## src/rtl/sha256_padder.sv

```systemverilog
// sha256_padder: FIPS 180-4 message padder feeding 16-word blocks to a SHA-256 schedule,
// then holding inner_busy for ROUNDS cycles per block.
module sha256_padder #(
  parameter int ROUNDS = 64
) (
  input  logic        clk,
  input  logic        reset,
  input  logic [31:0] msg_data,
  input  logic        msg_valid,
  input  logic        msg_last,
  input  logic [2:0]  msg_bytes,
  output logic        msg_ready,
  input  logic        msg_empty,
  output logic [31:0] data,
  output logic        write_enable,
  output logic        inner_busy,
  output logic        first_block,
  output logic        msg_done
);
  localparam int RW = $clog2(ROUNDS + 1);
  typedef enum logic [2:0] {IDLE, LOAD, PAD, RUN, DONE} state_t;
  state_t      state_q;
  logic [4:0]  w_q, w_d;
  logic [60:0] cnt_q, cnt_d;
  logic [RW-1:0] rcnt_q;
  logic        mark_q, carry_q, fin_q, len_done_q;
  logic [31:0] data_q, word_d, pad_d;
  logic        we_q, busy_q, first_q, done_q;
  logic        hs;
  logic [2:0]  nb;
  logic [63:0] len;
  assign msg_ready    = reset && (state_q == IDLE || (state_q == LOAD && w_q < 5'd16));
  assign hs           = msg_valid && msg_ready;
  assign nb           = (msg_bytes == 3'd0 || msg_bytes > 3'd4) ? 3'd4 : msg_bytes;
  assign w_d          = w_q + 5'd1;
  assign cnt_d        = cnt_q + 61'(msg_last ? nb : 3'd4);
  assign len          = {cnt_q, 3'b000};
  // a short final word carries the marker in its first unused byte
  assign word_d       = !msg_last  ? msg_data :
                        nb == 3'd1 ? {msg_data[31:24], 24'h800000} :
                        nb == 3'd2 ? {msg_data[31:16], 16'h8000} :
                        nb == 3'd3 ? {msg_data[31:8], 8'h80} : msg_data;
  // carry_q: the length no longer fits in this block, so fill it with zeros
  assign pad_d        = mark_q                         ? 32'h80000000 :
                        (carry_q || w_q < 5'd14)        ? 32'h0 :
                        w_q == 5'd14                    ? len[63:32] : len[31:0];
  assign data         = data_q;
  assign write_enable = we_q;
  assign inner_busy   = busy_q;
  assign first_block  = first_q;
  assign msg_done     = done_q;
  always_ff @(posedge clk) begin
    if (!reset) begin
      state_q    <= IDLE;
      w_q        <= '0;
      cnt_q      <= '0;
      rcnt_q     <= '0;
      mark_q     <= 1'b0;
      carry_q    <= 1'b0;
      fin_q      <= 1'b0;
      len_done_q <= 1'b0;
      data_q     <= '0;
      we_q       <= 1'b0;
      busy_q     <= 1'b0;
      first_q    <= 1'b0;
      done_q     <= 1'b0;
    end else begin
      we_q   <= 1'b0;
      done_q <= 1'b0;
      case (state_q)
        IDLE, LOAD: begin
          if (hs) begin
            data_q  <= word_d;
            we_q    <= 1'b1;
            w_q     <= w_d;
            cnt_q   <= cnt_d;
            first_q <= first_q || state_q == IDLE;
            if (msg_last) begin
              fin_q   <= 1'b1;
              mark_q  <= nb == 3'd4;
              carry_q <= nb != 3'd4 && w_q >= 5'd14;
            end
            state_q <= w_d == 5'd16 ? RUN : msg_last ? PAD : LOAD;
          end else if (state_q == IDLE && msg_empty) begin
            mark_q  <= 1'b1;
            fin_q   <= 1'b1;
            first_q <= 1'b1;
            state_q <= PAD;
          end
        end
        PAD: begin
          data_q <= pad_d;
          we_q   <= 1'b1;
          w_q    <= w_d;
          mark_q <= 1'b0;
          if (mark_q && w_q >= 5'd14) carry_q <= 1'b1;
          if (!mark_q && !carry_q && w_q == 5'd15) len_done_q <= 1'b1;
          if (w_d == 5'd16) state_q <= RUN;
        end
        RUN: begin
          if (rcnt_q == RW'(ROUNDS)) begin
            busy_q  <= 1'b0;
            rcnt_q  <= '0;
            w_q     <= '0;
            carry_q <= 1'b0;
            first_q <= 1'b0;
            done_q  <= len_done_q;
            state_q <= len_done_q ? DONE : fin_q ? PAD : LOAD;
          end else begin
            busy_q <= 1'b1;
            rcnt_q <= rcnt_q + 1'b1;
          end
        end
        DONE: begin
          cnt_q      <= '0;
          fin_q      <= 1'b0;
          len_done_q <= 1'b0;
          mark_q     <= 1'b0;
          state_q    <= IDLE;
        end
        default: state_q <= IDLE;
      endcase
    end
  end
endmodule

```

## config.mk

```make
export PLATFORM = sky130hd
export DESIGN_NAME = sha256_padder
export DESIGN_NICKNAME = d
export VERILOG_FILES = /design/src/rtl/sha256_padder.sv
export SDC_FILE = /design/constraint.sdc
export NUM_CORES = 1
export LEC_CHECK = 0
export CORE_MARGIN = 5
export CORE_UTILIZATION = 62
export DETAILED_ROUTE_END_ITERATION = 12
export DONT_BUFFER_PORTS = 1
export PLACE_DENSITY = 0.85
export SETUP_SLACK_MARGIN = 0.1
export SLEW_MARGIN = 5
export SYNTH_ARGS = -nofsm -noshare
export SYNTH_HDL_FRONTEND = slang
export SYNTH_SLANG_ARGS = --single-unit
```

## constraint.sdc

```tcl
create_clock -name clk -period 3.4 [get_ports clk]
set_clock_uncertainty 0.15 [all_clocks]
set_input_delay 0.51 -clock clk [delete_from_list [all_inputs] [get_ports clk]]
set_output_delay 0.51 -clock clk [all_outputs]
set_load 0.05 [all_outputs]
```

==> out/qor.txt <==
first-pass GRT wire length = 28300 um
internal power = 2650 uW
DR pass1 iterations = 8
Critical Path RT = 3680 ps
setup bufs post-CTS = 0
hold slack = 16.2 ps
sequential element share of the synthesized area = 37.6%
Max VDD drop = 429 uV
Post-DP HPWL = 11800 um
GR Overflow Total = 0
hold crit path type = in -> reg
Yosys Warn Count = 0
xor/xnor share of the synthesized area = 5.39%
largest fanout on the critical path = 9
layout cells sized above 1 = 14.0%
Area contributors post-synth = dfxtp_1 38%, mux2_2 5.1%, nor2_1 5.1%, o21ai_0 4.9%, a21oi_1 3.8%
CP Class = in -> reg
area of the core = 9730 sq um
CTS tree = done
Antenna Nets Post-Route = 0
vias in the first global route = 5760
Cells after Synth = 730
Switching Fraction = 28.5%
Initial Utilization = 63.5%
Synth Area per Inst = 8.46 sq um
final core occ = 71.7%
Yosys reg bits = 116
I/O pin count = 77
setup slack after layout = 338 ps
clock power share = 48.2%
RD Place Congestion = 0.976
Final min period = 3060 ps
Diodes inserted = 0
DR vias/cell = 6.75
Clock Path Buffers = 2
DP Worst Slack = -75.5 ps
Synth area leader = dfxtp_1
die width = 110 um
fin area = 6970 sq um
post-synth top area share = 37.6%
fmax = 327 MHz
post-synthesis adder-cell area fraction = 2.15%
largest family of logic cells by synthesized area = simple AND/OR/NAND/NOR gates
Buffers on Ports = 0
Gate power share = 7.6%
net count after synthesis = 780
post-synthesis compound-gate area fraction = 18.9%
Slew @ Worst Pin = 1220 ps
Post-synth EDFFs = 0
Worst-Skew Late Latency = 530 ps
Post-CTS Resized = 0
NetSw = 1060 uW
Setup violations, final = 0
1st-iter DRT viols = 666
placed inst area = 6330 sq um
status = finished clean
area grow syn2layout = 12.9%
Slew Viols, Final = 0
Post-synth top flop = dfxtp_1
clk root buf = clkbuf_8
DRC = 0
P per Cell Area = 532 nW/um^2
CTS Sinks = 116
Seq pwr share = 44.2%
final WL = 17600 um
Nets = 781
fraction of registers with async set/reset = 0%
Synth Area in Simple Gates = 26.5%
CP Launch Type = input port
Slew headroom = 18.6%
Max Cap Viol = 0
via count = 5911
antenna violations before repair = 0
most frequent cells in the layout = 116 x dfxtp_1, 84 x nor2_1, 61 x o21ai_0
crit path DAT = 3340 ps
hold bufs inserted after CTS = 5
htree depth = 4
site row count = 36
proportion of synthesized area in mux cells = 5.59%
cell area after synthesis = 6170 sq um
Cells after DPL = 840
Final Hold Vio Count = 0
Distinct cells, synth = 62
most common cell after layout, fill and taps aside = dfxtp_1
largest net degree at the start of global routing = 61
Final Instance Count excl. Fillers = 876
die area = 12100 sq um
die span in y = 110 um
RSZ-0062 raised after global routing = false
wire per inst = 20.1 um
CP endpoint kind = register
period utilization = 90.1%
gr usage total = 29.9%
leak pwr = 0.00237 uW
clock buffers created by TritonCTS = 17
Clk pin slew, worst setup/hold paths = 60 ps
[stage by stage]
| step | TNS (ps) | power, uW |
|---|---|---|
| 2_1_floorplan | 0 | 1860 |
| 3_3_place_gp | 0 | 1910 |
| 3_5_place_dp | -196 | 1920 |
| 4_1_cts | 0 | 3710 |
| 5_1_grt | 0 | 3820 |
| 6_report | 0 | 3710 |
[power by group through the flow]
| stage | sequential (uW) | combinational [uW] | clock, uW |
|---|---|---|---|
| floorplan | 1640 | 220 | 0 |
| global placement | 1660 | 246 | 0 |
| detailed placement | 1660 | 258 | 0 |
| CTS | 1640 | 275 | 1790 |
| global route | 1640 | 314 | 1860 |
| finish | 1640 | 282 | 1790 |
[path summary, 6_finish.rpt]
kind         depth (start not counted)         to          from  slack (ps)
max                                 12  cnt_q[40]  msg_bytes[0]         340
min                                  2   data[18]  msg_data[18]          20
max reg2reg                          5  cnt_q[59]     cnt_q[18]         620
min reg2reg                          2   cnt_q[0]      cnt_q[0]         330
[cells in the mapped netlist, types with 2 or more instances]
master     count
o211a_1        2
and2_1        11
or4_1          9
nand2_1       46
o31ai_1        8
nor4_2         8
o2111ai_1      2
mux2_2        28
and3_1         7
nor3_1         6
nor2b_1        5
nor2_1        84
a2111oi_0      2
xnor2_1       14
nand3_1       34
clkbuf_1      33
buf_6          2
nand4_1       28
nor4_4         3
inv_1         15
ha_1           9
nand4b_1       3
nor4_1         8
o221a_2        3
xor2_1        24
a31oi_1        6
o21ai_0       61
a21boi_0       4
mux2i_1        3
a21oi_1       47
a22oi_1        2
a211oi_1       3
or2_2          3
dfxtp_1      116
a221oi_1      26
o21a_1         3
buf_2          6
or3_1         25
nand4_2        2
and4_1         6
nand3b_1       2
[cell families after synthesis]
| logic type | after synthesis |
|---|---|
| AO/OA/AOI/OAI | 182 |
| XOR/XNOR | 38 |
| adder cells (fa/ha/maj) | 10 |
| buffers and inverters | 56 |
| flip-flops | 116 |
| multiplexers | 31 |
| AND/OR/NAND/NOR | 297 |
[area by class of cell]
cell class              count  area (sq um)
well taps                 133           166
flip-flops and latches    116          2320
clock inverters            13           159
repair buffers             23           208
fillers                   701          2760
multi-input cells         558          3630
clock buffers              18           428
inverters                  15          56.3
[worst max-delay path, stage by stage]
cell and delay (ps):
or2_2 270, ha_1 300, nor2b_1 190, and2_1 160
ha_1 190, fa_1 210, a21oi_1 150, nor4_1 330
nand4_1 250, buf_4 250, or3_1 330, a21oi_1 190
[sequential cells by signal, indices dropped and copies added (netlist names)]
signal,cells
write_enable,1
inner_busy,1
msg_done,1
data,32
first_block,1
w_q,5
fin_q,1
carry_q,1
cnt_q,61
mark_q,1
len_done_q,1
state_q,3
rcnt_q,7
[per-layer routing]
layer	share of wire [%]	vias to the layer above	track usage [%]
met3	11	44	9.04
met1	39	2809	37.2
met4	2.8	0	13.2
li1	-	2717	-
met5	0	-	0
met2	47	341	47.7
Power figures use the tool's default switching activity.
